`src/rtl/conversor_pkg.sv`:
```
// Shared types and helpers for the parametrised serial-to-parallel converter.
package conversor_pkg;

  localparam int unsigned DEFAULT_WIDTH = 8;

  typedef enum logic {
    S_SHIFT  = 1'b0,
    S_PARITY = 1'b1
  } state_e;

  // Number of bits needed to hold values 0..v-1 (minimum 1 for v>1).
  function automatic int unsigned clog2(input int unsigned v);
    int unsigned r;
    r = 0;
    for (int unsigned i = 0; i < 32; i++) begin
      if ((64'd1 << i) < 64'(v)) r = i + 1;
    end
    return r;
  endfunction

endpackage

```
`src/rtl/shift_reg_param.sv`:
```
// Serial-in shift register with selectable entry end; preset loads all ones.
module shift_reg_param #(
  parameter int unsigned WIDTH     = 8,
  parameter bit          MSB_FIRST = 1'b1
) (
  input  logic             clk,
  input  logic             clear,
  input  logic             preset,
  input  logic             en,
  input  logic             d,
  output logic [WIDTH-1:0] sr
);

  logic [WIDTH-1:0] sr_q, sr_d;

  always_comb begin
    sr_d = sr_q;
    if (preset) begin
      sr_d = '1;
    end else if (en) begin
      sr_d = MSB_FIRST ? {sr_q[WIDTH-2:0], d} : {d, sr_q[WIDTH-1:1]};
    end
  end

  always_ff @(posedge clk or posedge clear) begin
    if (clear) sr_q <= '0;
    else       sr_q <= sr_d;
  end

  assign sr = sr_q;

endmodule

```
`src/rtl/conversor_serie_paralelo_param.sv`:
```
// Serial-to-parallel converter with valid/ack holding register and sticky overrun.
// Optional even-parity bit after each word when PARITY_EN is defined.
module conversor_serie_paralelo_param
  import conversor_pkg::*;
#(
  parameter int unsigned WIDTH     = DEFAULT_WIDTH,
  parameter bit          MSB_FIRST = 1'b1
) (
  input  logic                         clk,
  input  logic                         clear,
  input  logic                         preset,
  input  logic                         d,
  input  logic                         d_en,
  output logic [WIDTH-1:0]             q,
  output logic                         q_valid,
  input  logic                         q_ack,
  output logic                         busy,
  output logic                         overrun,
  output logic [clog2(WIDTH+1)-1:0]    bit_cnt
`ifdef PARITY_EN
  ,
  output logic                         parity_err
`endif
);

  localparam int unsigned     CNT_W    = clog2(WIDTH + 1);
  localparam logic [CNT_W-1:0] LAST_CNT = CNT_W'(WIDTH - 1);

  logic [WIDTH-1:0] sr, word_c, q_q, q_d;
  logic [CNT_W-1:0] cnt_q, cnt_d, wrap_c;
  logic             q_valid_q, q_valid_d, overrun_q, overrun_d, busy_q, busy_d;
  logic             shift_en_c, complete_c;

  shift_reg_param #(.WIDTH(WIDTH), .MSB_FIRST(MSB_FIRST)) u_sr (
    .clk    (clk),
    .clear  (clear),
    .preset (preset),
    .en     (shift_en_c),
    .d      (d),
    .sr     (sr)
  );

`ifdef PARITY_EN
  state_e state_q, state_d;
  logic   perr_q, perr_d;

  always_ff @(posedge clk or posedge clear) begin
    if (clear) state_q <= S_SHIFT;
    else       state_q <= state_d;
  end

  // Data bits shift in S_SHIFT; the extra bit in S_PARITY completes the word.
  always_comb begin
    state_d    = state_q;
    shift_en_c = 1'b0;
    complete_c = 1'b0;
    word_c     = sr;
    wrap_c     = CNT_W'(WIDTH);
    case (state_q)
      S_SHIFT: begin
        shift_en_c = d_en & ~preset;
        if (shift_en_c && (cnt_q == LAST_CNT)) state_d = S_PARITY;
      end
      S_PARITY: begin
        complete_c = d_en & ~preset;
        if (preset || d_en) state_d = S_SHIFT;
      end
      default: state_d = S_SHIFT;
    endcase
  end

  always_comb begin
    perr_d = perr_q;
    if (complete_c)                perr_d = ^{sr, d};
    else if (q_valid_q && q_ack)   perr_d = 1'b0;
  end

  always_ff @(posedge clk or posedge clear) begin
    if (clear) perr_q <= 1'b0;
    else       perr_q <= perr_d;
  end

  assign parity_err = perr_q;
`else
  logic [WIDTH-1:0] shifted_c;

  // Completion captures the word including the bit arriving on this edge.
  assign shifted_c  = MSB_FIRST ? {sr[WIDTH-2:0], d} : {d, sr[WIDTH-1:1]};
  assign shift_en_c = d_en & ~preset;
  assign complete_c = shift_en_c & (cnt_q == LAST_CNT);
  assign word_c     = shifted_c;
  assign wrap_c     = '0;
`endif

  always_comb begin
    cnt_d     = cnt_q;
    q_d       = q_q;
    q_valid_d = q_valid_q;
    overrun_d = overrun_q;
    if (preset) begin
      cnt_d = '0;
    end else if (shift_en_c) begin
      cnt_d = (cnt_q == LAST_CNT) ? wrap_c : cnt_q + CNT_W'(1);
    end else if (complete_c) begin
      cnt_d = '0;
    end
    if (complete_c) begin
      q_d       = word_c;
      q_valid_d = 1'b1;
      if (q_valid_q && !q_ack) overrun_d = 1'b1;
    end else if (q_valid_q && q_ack) begin
      q_valid_d = 1'b0;
    end
    if (preset) overrun_d = 1'b0;
    busy_d = (cnt_d != '0);
  end

  always_ff @(posedge clk or posedge clear) begin
    if (clear) begin
      cnt_q     <= '0;
      q_q       <= '0;
      q_valid_q <= 1'b0;
      overrun_q <= 1'b0;
      busy_q    <= 1'b0;
    end else begin
      cnt_q     <= cnt_d;
      q_q       <= q_d;
      q_valid_q <= q_valid_d;
      overrun_q <= overrun_d;
      busy_q    <= busy_d;
    end
  end

  assign q       = q_q;
  assign q_valid = q_valid_q;
  assign overrun = overrun_q;
  assign busy    = busy_q;
  assign bit_cnt = cnt_q;

endmodule

```
`config.mk`:
```
export PLATFORM = sky130hd
export DESIGN_NAME = conversor_serie_paralelo_param
export DESIGN_NICKNAME = d
export VERILOG_FILES = /design/src/rtl/conversor_pkg.sv /design/src/rtl/shift_reg_param.sv /design/src/rtl/conversor_serie_paralelo_param.sv
export SDC_FILE = /design/constraint.sdc
export NUM_CORES = 1
export LEC_CHECK = 0
export ABC_AREA = 1
export CORE_MARGIN = 4
export CORE_UTILIZATION = 44
export CTS_CLUSTER_DIAMETER = 200
export DETAILED_ROUTE_END_ITERATION = 12
export HOLD_SLACK_MARGIN = 0.03
export PLACE_DENSITY = 0.76
export SETUP_SLACK_MARGIN = 0.3
export SLEW_MARGIN = 40
export SYNTH_ARGS = -nofsm -noshare
export SYNTH_HDL_FRONTEND = slang
export SYNTH_HIERARCHICAL = 1
export SYNTH_SLANG_ARGS = --single-unit
```
`constraint.sdc`:
```
create_clock -name clk -period 1.1 [get_ports clk]
set_input_delay 0.22 -clock clk [delete_from_list [all_inputs] [get_ports clk]]
set_output_delay 0.22 -clock clk [all_outputs]
set_load 0.01 [all_outputs]
```
==> results of run 1 <==
where the power goes:
part	internal (W)	switching (W)
Clock	0.000368	0.000261
Combinational	0.000153	0.000160
Sequential	0.000851	0.0000359
Total	0.00137	0.000457
final timing paths:
kind                         endpoint  slack (ns)  cells past startpoint
setup / recovery                 busy       -0.20                      8
hold / removal             u_sr/sr[3]        0.15                      2
setup reg to reg                 busy       -0.20                      8
hold reg to reg            u_sr/sr[6]        0.51                      2
max in group asynchronous  bit_cnt[1]        0.68                      3
min in group clk           u_sr/sr[1]        0.37                      4
cell type report:
class | count | area, sq um | share of cell area [%]
clock buffer | 3 | 22.5 | 1.40
clock inverter | 1 | 30.0 | 1.86
inverter | 13 | 52.6 | 3.26
sequential | 22 | 553 | 34.3
tap | 27 | 33.8 | 2.10
multi-input combinational | 75 | 499 | 31.0
timing repair buffer | 53 | 419 | 26.0
metrics by stage:
stage                     hold WS [ns]  setup slack, ns  instances  total power (W)
after global placement           0.455           -0.395        170          0.00115
after detailed placement         0.474           -0.434        170          0.00116
final                            0.152           -0.196        194          0.00183
after floorplan                 0.0234          -0.0422        113          0.00103
after CTS                        0.161           -0.169        185          0.00177
after global routing             0.167           -0.308        194          0.00192
per-layer routing:
metal  GRT usage, %  vias up  part of all wire, %
met5              0        -                    0
met4           6.60        0                  4.8
met3           3.50       16                  4.6
met2           28.7       35                   52
met1           21.2      470                   38
li1               -      455                    -
worst reg2reg max path: stages (launching register included):
cell	delay (ns)
dfrtp_2	0.44
buf_6	0.13
ha_4	0.20
inv_2	0.04
nand2_1	0.04
o211ai_1	0.10
nand2_1	0.11
nor2_2	0.10
nand2_1	0.05
what timing repair did:
item	CTS	global route
buffers inserted	11	9
gates resized for setup	75	30
pin swaps	7	6
hold buffers	0	0
setup endpoints to repair	37	37
sequential cells by signal (all words and copies together), names as in the netlist:
register and cells:
overrun 1, u_sr/sr 7, bit_cnt 4, busy 1
q 8, q_valid 1
layout by cell type (no fill, tap or decap):
cell / instances
o21ai_2: 1
o21ai_1: 2
dfrtp_2: 2
dlygate4sd2_1: 1
nand2_2: 7
nand3_1: 3
clkbuf_4: 3
clkdlybuf4s50_1: 3
ha_4: 1
o211ai_1: 1
a21oi_2: 7
nor2_2: 1
nand2_1: 35
buf_6: 6
buf_2: 12
buf_12: 2
nand3_2: 2
nor2_8: 1
clkbuf_2: 2
dfrtp_1: 20
clkinvlp_4: 1
nor2_4: 3
inv_2: 5
inv_1: 7
nand2_4: 10
nor2_1: 1
buf_4: 27
bufinv_16: 1
==> key figures, run 1 <==
Routing
  • Drt pass-1 iters: 4
  • Remaining DRCs: 0
  • Drt wl/cell: between 15 and 20 um
  • Routed Antenna Nets: 0
  • Vias/cell: about 5.0
  • Via count: just under 1000
  • Total Wirelength: about 3.0 mm
  • DR iter-0 viols: 16

GRT
  • First-pass GRT wire length: about 4.2 mm
  • Initial antenna violation count: 0
  • Vias in the first global route: about 940
  • Gr ovfl total: 0
  • Total global-route track usage: between 10% and 20%
  • Largest net degree at the start of global routing: 16

Timing
  • Setup slack after layout: -0.196 ns
  • Fin crit share: 118%
  • Fin Clk Skew: about 0.0055 ns
  • Setup_tns: -2.45 ns
  • Fmax: roughly 770 MHz
  • Minimum clock period: between 1 and 1.5 ns
  • Final setup vio count: 19
  • Slew margin rel.: between 70 and 80%
  • Slew @ Worst Pin: ~0.30 ns
  • RSZ-0062 raised after global routing: true
  • Hold violation total from the final report: 0
  • Max-slew violations: 0

Layout
  • Filler cell count: 126
  • Final cell area excluding filler cells: about 1600 sq um
  • Fin util: between 70% and 80%
  • Inserted Diodes: 0
  • Nets: 175
  • P&R area growth vs syn: 63.3%
  • Layout cell share with drive strength beyond 1: between 50 and 60%

Worst setup path
  • Max stage delay on crit path: approximately 0.44 ns
  • Critical path's most frequent cell: nand2_1
  • Largest fanout on the critical path: 2
  • CP delay by family, top: flip-flops
  • Crit path from: bit_cnt[0]
  • Critical Path, Cell by Cell: buf_6 > ha_4 > inv_2 > nand2_1 > o211ai_1 > nand2_1 > nor2_2 > nand2_1
  • Critical-path top delay cell: dfrtp_2
  • CP Launch Type: flip-flop
  • WP data arrival: about 1.5 ns
  • CP bufs+invs: 2
  • WS Path Type: reg -> reg
  • CP Data Required Time: about 1.3 ns
  • CP Capture Type: flip-flop
  • Critical R2R Launch: bit_cnt[0]

Power and ir drop
  • LEAKAGE: 0.878 nW
  • Peak supply drop: around 0.78 mV
  • PD cells: 1140 nW/um^2

Worst hold path
  • Hold crit path type: in -> async

Floorplan
  • Die area: 3060 sq um
  • Row count: 16
  • I/O pin cnt: 21
  • Initial Util: ~48%
  • Die width: 55.3 um
  • Die Y-Extent: around 55 um
  • Core ar.: slightly above 2000 sq um

Clock tree
  • Max Buffers Root-to-Sink: 2
  • H-tree depth: 1
  • Clock Latency Late Sink: between 0.3 and 0.4 ns
  • Worst-path clk slew: approximately 0.13 ns
  • CTS tree: yes
  • Cts bufs inserted: 3
  • Root buf cell: clkbuf_4
  • Num Clock Sinks: 22

Synthesis
  • Syn nets: between 100 and 150
  • Post-Synthesis Cell Area: 986 sq um
  • Mapped Cells: around 110
  • Yosys Warn Count: 6
  • Synthesized area per cell: between 8 and 9 sq um

Placement
  • Hpwl dp: approximately 1.7 mm
  • Placed cell areas: about 1300 sq um
  • RePlAce Congestion: 0.810
  • Port bufs: 20

Flow run
  • Max-Cap Viols: 0

Outcome
  • Run status: complete, but fails checks
  • Failing checks: setup timing
(Power assumes the default switching activity.)
==> run 2, diff against run 1 <==
PLACE_DENSITY = 0.77   (was 0.76)
SYNTH_HIERARCHICAL = default   (was 1)
==> run 2 against run 1 <==
- the run still ends with setup timing left
- synthesized cell count fell by 17%
- clock power fell by 3.2%
- global-route usage fell by 1.7 points
- flip-flop and latch count did not move
- power fell by 10%
- die area fell by 0.97%
- setup slack improved by 0.055 ns
==> key figures, run 2 <==
GRT
  • Total global-route track usage: 15.4% (-1.7 points)
  • First-pass GRT wire length: 3.31 mm (-22%)
  • Vias in the first global route: 774 (-18%)
  • Initial antenna violation count: 0 (unchanged)
  • Largest net degree at the start of global routing: 23 (+7)
  • Gr ovfl total: 0 (unchanged)

Synthesis
  • Sequential-to-total area share from yosys stat: ~56%
  • Synth area leaders: dfrtp_1 56%, nand2_1 8.5%, o21ai_2 8.1%
  • Largest family of logic cells by synthesized area: simple AND/OR/NAND/NOR gates
  • Distinct cells, synth: 16
  • Commonest cells in the synthesized netlist: 22 x dfrtp_1, 22 x nand2_1, 16 x inv_1, 9 x o21ai_2, 7 x a22oi_1
  • Post-synth EDFFs: 0
  • Synthesized area per cell: 10.4 sq um (+19%)
  • Post-synth top area share: a little under three fifths
  • Seq cells post-synth: 22
  • Synth Flop Type: dfrtp_1
  • Ys async rst share: between 90% and 100%
  • Yosys Warn Count: 0 (-6)
  • Post-Synthesis Cell Area: 975 sq um (-1.1%)
  • XOR/XNOR Fraction of Synth Area: 0%
  • Post-synthesis compound-gate area fraction: ~15%
  • Mux contribution to synthesized area: 0%
  • Adder-cell area share of the yosys netlist: under 10%
  • Most area-hungry cell type in the Yosys netlist: dfrtp_1
  • Syn nets: 101 (-16%)
  • Mapped Cells: 94 (-17%)
  • Post-synthesis simple-gate area fraction: 18.6%

Clock tree
  • Clock Latency Late Sink: 0.30 ns (about the same)
  • Root buf cell: clkbuf_4
  • Num Clock Sinks: 22 (unchanged)
  • Max Buffers Root-to-Sink: 2 (unchanged)
  • Cts bufs inserted: 3 (unchanged)
  • CTS tree: yes
  • Cts hold-fix bufs: 0 (unchanged)
  • Worst-path clk slew: 0.13 ns (about the same)
  • H-tree depth: 1 (unchanged)

Floorplan
  • Initial Util: 47.7% (-0.55 points)
  • Core ar.: 2040 sq um (unchanged)
  • Die Y-Extent: 55.1 um (-0.49%)
  • Row count: 16 (unchanged)
  • Die area: 3030 sq um (-0.97%)
  • I/O pin cnt: 21 (unchanged)
  • Die width: 55.1 um (-0.49%)

Timing
  • Fin crit share: 113% (-5.0 points)
  • Fmax: 806 MHz (+4.5%)
  • Hold violation total from the final report: 0 (unchanged)
  • RSZ-0062 raised after global routing: true
  • Final setup vio count: 17 (-2)
  • Fin Clk Skew: 0.00220 ns (-0.00329 ns)
  • Max-slew violations: 0 (unchanged)
  • Slew @ Worst Pin: 0.195 ns (-0.103 ns)
  • Setup slack after layout: -0.141 ns (+0.0553 ns)
  • Slew margin rel.: 87.0% (+7.0 points)
  • Minimum clock period: 1.24 ns (-0.0553 ns)
  • Setup_tns: -1.63 ns (+0.820 ns)

Routing
  • Drt wl/cell: 12.4 um (-20%)
  • Vias/cell: 4.85 (-3.5%)
  • Remaining DRCs: 0 (unchanged)
  • Via count: 791 (-19%)
  • Total Wirelength: 2.03 mm (-33%)
  • Routed Antenna Nets: 0 (unchanged)
  • Drt pass-1 iters: 4 (unchanged)
  • DR iter-0 viols: 15 (-1)

Layout
  • Nets: 144 (-18%)
  • Inserted Diodes: 0 (unchanged)
  • Commonest non-fill, non-tap cell in the layout: dfrtp_1
  • Largest register FFs: 8 (unchanged)
  • P&R area growth vs syn: 44.0%
  • Layout cell share with drive strength beyond 1: 50.0% (-6.3 points)
  • Most frequent cells in the layout: 20 x dfrtp_1, 17 x nand2_1, 16 x buf_4
  • Fin util: 68.8% (-10 points)

Worst hold path
  • Hold crit path type: in -> async

Worst setup path
  • WP data arrival: 1.49 ns (-0.02 ns)
  • Largest fanout on the critical path: 4 (+2)
  • WS Path Type: reg -> reg
  • CP Data Required Time: 1.35 ns (+0.04 ns)
  • CP Launch Type: flip-flop
  • CP Capture Type: flip-flop

Power and ir drop
  • Peak supply drop: 0.670 mV (-14%)
  • PD cells: 1170 nW/um^2 (+2.8%)
  • LEAKAGE: 0.759 nW (-14%)

Placement
  • Hpwl dp: 1.30 mm (-24%)
  • RePlAce Congestion: 0.862 (+6.4%)
  • Port bufs: 20 (unchanged)
  • Pre-CTS WS: -0.348 ns (+0.0853 ns)

Outcome
  • Run status: complete, but fails checks
  • Failing checks: setup timing

Flow run
  • Max-Cap Viols: 0 (unchanged)
## run 2: cell types whose count changed in the layout (fill, tap and decap cells not counted), sizes merged
cell,change
a21oi,-6
o211ai,-1
clkinvlp,-1
a22oi,+7
inv,+5
buf,-14
dlygate4sd2,-1
nor2,-1
nand2,-27
o21ai,+7
nand3,+1
## run 2: cells by family after synthesis
kind of cell	count (synthesis)
adders and majority gates	1
and+or+nand+nor	35
buffers and inverters	18
DFF	22
AOI/OAI and AO/OA	18
## run 2: worst paths after layout
path	to	slack, ns	depth (start not counted)	from
worst max register to register	busy	-0.14	7	bit_cnt[1]
worst min-delay path	q[1]	0.22	3	clear
max in group asynchronous	bit_cnt[0]	0.73	3	clear
worst max-delay path	busy	-0.14	7	bit_cnt[1]
worst min register to register	q[1]	0.50	2	q[1]
min in group clk	bit_cnt[3]	0.24	4	preset
## run 2: cell type report
cell class / count / area [sq um]
Multi-Input combinational cell: 55 / 404
Clock buffer: 3 / 22.5
Tap cell: 27 / 33.8
Fill cell: 165 / 638
Sequential cell: 22 / 553
Inverter: 17 / 68.8
Timing Repair Buffer: 38 / 292
Clock inverter: 1 / 30.0
## run 2: what timing repair did
| action | 4_1_cts | 5_1_grt |
|---|---|---|
| pin swaps | 11 | 7 |
| buffers inserted | 4 | 4 |
| resized for setup | 69 | 12 |
| gates cloned | 1 | 0 |
| endpoints found under the setup margin | 37 | 37 |
## run 2: per-layer routing
metal  wire length, um  up-vias  track usage [%]
li1                  -      387                -
met1               906      386             18.6
met2              1010       16             27.8
met3               103        2             4.02
met4                12        0             2.43
met5                 0        -                0
## run 2: through the flow
stage / cells / total power, W / instance area (sq um) / hold WS [ns]
global placement: 150 / 0.00102 / 1300 / 0.463
detailed placement: 150 / 0.00103 / 1300 / 0.468
CTS: 159 / 0.00164 / 1360 / 0.222
finish: 163 / 0.00164 / 1400 / 0.220
global route: 163 / 0.00170 / 1400 / 0.228
floorplan: 94 / 0.000929 / 1000 / 0.209
## run 2: power breakdown
group	internal, W	switching, W	total [W]	leakage (nW)
clock network	0.000368	0.000242	0.000609	0.0279
registers	0.000827	0.0000111	0.000838	0.266
logic	0.0000931	0.0000990	0.000192	0.464
## run 2: critical path, stage by stage (launching register included)
cell     delay, ns
dfrtp_2       0.44
buf_6         0.13
ha_4          0.17
nand2_4       0.08
nor2_8        0.06
a21oi_2       0.14
nand3_1       0.10
nand2_1       0.07
==> run 3, diff against run 2 <==
CORE_ASPECT_RATIO = 0.7   (was default)
==> run 3 against run 2 <==
- the run still ends with setup timing left
- core utilization up 5.0 points
- cell count up 4.3%
- worst hold slack got worse by 0.023 ns
- sequential power about the same
- maximum frequency hardly changed
- final area grew 3.4%
- critical path depth increased by 1
- critical endpoint unchanged
- clock skew grew 0.0086 ns
==> key figures, run 3 (synthesis gave the netlist of run 2 again) <==
Worst setup path
  • WP data arrival: 1.45 ns (-0.04 ns)
  • Max stage delay on crit path: 0.43 ns (about the same)
  • CP delay by family, top: flip-flops
  • Critical-path top delay cell: dfrtp_2
  • Largest fanout on the critical path: 4 (unchanged)
  • Critical Path, Cell by Cell: buf_6 > ha_4 > nand2_1 > nand2_1 > nand3_2 > nand2_2 > nor2_2 > nand2_1
  • CP Launch Type: flip-flop
  • CP bufs+invs: 1 (unchanged)
  • WP depth: 8 (+1)
  • CP Data Required Time: 1.30 ns (-0.05 ns)
  • Critical path's most frequent cell: nand2_1
  • WS Path Type: reg -> reg
  • Worst reg2reg path depth: 8 (+1)
  • CP Capture Type: flip-flop

Timing
  • Fin crit share: 113% (about the same)
  • Slew margin rel.: 81.7% (-5.3 points)
  • Hold violation total from the final report: 0 (unchanged)
  • Setup_tns: -1.40 ns (+0.235 ns)
  • RSZ-0062 raised after global routing: true
  • Final setup vio count: 17 (unchanged)
  • Fin Clk Skew: 0.0108 ns (+0.00863 ns)
  • Setup slack after layout: -0.140 ns (+0.000505 ns)
  • Slew @ Worst Pin: 0.271 ns (+0.0761 ns)
  • Max-slew violations: 0 (unchanged)
  • Fmax: 806 MHz (about the same)
  • Minimum clock period: 1.24 ns (-0.000505 ns)

Layout
  • Final std cells w/o fill: 170 (+4.3%)
  • Final cell area excluding filler cells: 1450 sq um (+3.4%)
  • P&R area growth vs syn: 48.9%
  • Commonest non-fill, non-tap cell in the layout: dfrtp_1
  • Area of the multi-input gates: 408 sq um (+0.93%)
  • Nets: 148 (+2.8%)
  • Layout cell share with drive strength beyond 1: 53.6% (+3.6 points)
  • Filler cell count: 136 (-18%)
  • Largest register FFs: 8 (unchanged)
  • Fin util: 73.7% (+5.0 points)
  • Inserted Diodes: 0 (unchanged)
  • Sequential cell area: 553 sq um (unchanged)
  • Most frequent cells in the layout: 20 x dfrtp_1, 19 x buf_4, 17 x nand2_1

GRT
  • Vias in the first global route: 806 (+4.1%)
  • Largest net degree at the start of global routing: 14 (-39%)
  • Total global-route track usage: 16.2% (+0.81 points)
  • Gr ovfl total: 0 (unchanged)
  • First-pass GRT wire length: 3.63 mm (+9.6%)
  • Initial antenna violation count: 0 (unchanged)

Outcome
  • Failing checks: setup timing
  • Run status: complete, but fails checks

Routing
  • Routed Antenna Nets: 0 (unchanged)
  • Vias/cell: 4.74 (-2.3%)
  • Drt wl/cell: 12.6 um (+0.99%)
  • Via count: 806 (+1.9%)
  • Remaining DRCs: 0 (unchanged)
  • Drt pass-1 iters: 4 (unchanged)
  • DR iter-0 viols: 19 (+4)
  • Total Wirelength: 2.14 mm (+5.3%)

Flow run
  • Max-Cap Viols: 0 (unchanged)

Placement
  • Port bufs: 20 (unchanged)
  • Placed cell areas: 1330 sq um (+2.0%)
  • Pre-CTS WS: -0.418 ns (-0.0693 ns)
  • RePlAce Congestion: 0.819 (-5.0%)
  • Placed Cells: 156 (+4.0%)
  • Hpwl dp: 1.50 mm (+15%)

Clock tree
  • Max Buffers Root-to-Sink: 2 (unchanged)
  • CTS tree: yes
  • Cts bufs inserted: 3 (unchanged)
  • H-tree depth: 1 (unchanged)
  • Root buf cell: clkbuf_4
  • Clock Latency Late Sink: 0.31 ns (about the same)
  • Cts hold-fix bufs: 0 (unchanged)
  • Num Clock Sinks: 22 (unchanged)
  • Worst-path clk slew: 0.12 ns (about the same)

Worst hold path
  • Hold crit path type: in -> async

Power and ir drop
  • LEAKAGE: 0.793 nW (+4.5%)
  • Peak supply drop: 0.850 mV (+27%)
  • PD cells: 1140 nW/um^2 (-2.3%)

Floorplan
  • Die Y-Extent: 47.4 um (-14%)
  • Row count: 13 (-3)
  • Initial Util: 49.5% (+1.8 points)
  • Die width: 64.3 um (+17%)
  • Die area: 3040 sq um (+0.40%)
  • Core ar.: 1970 sq um (-3.6%)
  • I/O pin cnt: 21 (unchanged)
## run 3: repair_timing
item	CTS	global route
cloned	1	0
pin swaps	9	3
endpoints found under the setup margin	37	30
resized for setup	76	8
buffers inserted	3	6
## run 3: layer usage
metal  vias up  share of wire, %  routed length (um)  global-route usage, %
met2        15                47                1010                   27.0
met5         -                 0                   0                      0
met1       395                46                 985                   20.2
met3         4               5.3                 113                   5.50
li1        392                 -                   -                      -
met4         0               1.3                  28                   5.88
## run 3: power breakdown
group          switching (W)  internal [W]
clock               0.000239      0.000369
combinational       0.000106      0.000106
sequential        0.00000927      0.000827
total               0.000355       0.00130
## run 3: final timing paths
check	slack, ns	to	from
setup reg to reg	-0.14	busy	bit_cnt[1]
setup / recovery	-0.14	busy	bit_cnt[1]
max in group asynchronous	0.73	bit_cnt[1]	clear
min in group clk	0.34	bit_cnt[3]	preset
hold / removal	0.20	bit_cnt[0]	clear
hold reg to reg	0.49	q[2]	q[2]
## run 3: through the flow
stage	hold WS [ns]	power [W]
CTS	0.201	0.00165
finish	0.197	0.00166
global placement	0.464	0.00104
floorplan	0.209	0.000929
global route	0.219	0.00172
detailed placement	0.468	0.00104
## run 3: worst min-delay path, delay by kind of cell
kind | cells | cell delay (ns)
buffers and inverters | 3 | 0.65
## run 3: area by class of cell
class                   instances  share of cell area, %
flip-flops and latches         22                   38.1
multi-input cells              55                   28.1
repair buffers                 42                   22.8
inverters                      17                   4.74
well taps                      30                   2.59
clock inverters                 1                   2.07
clock buffers                   3                   1.55
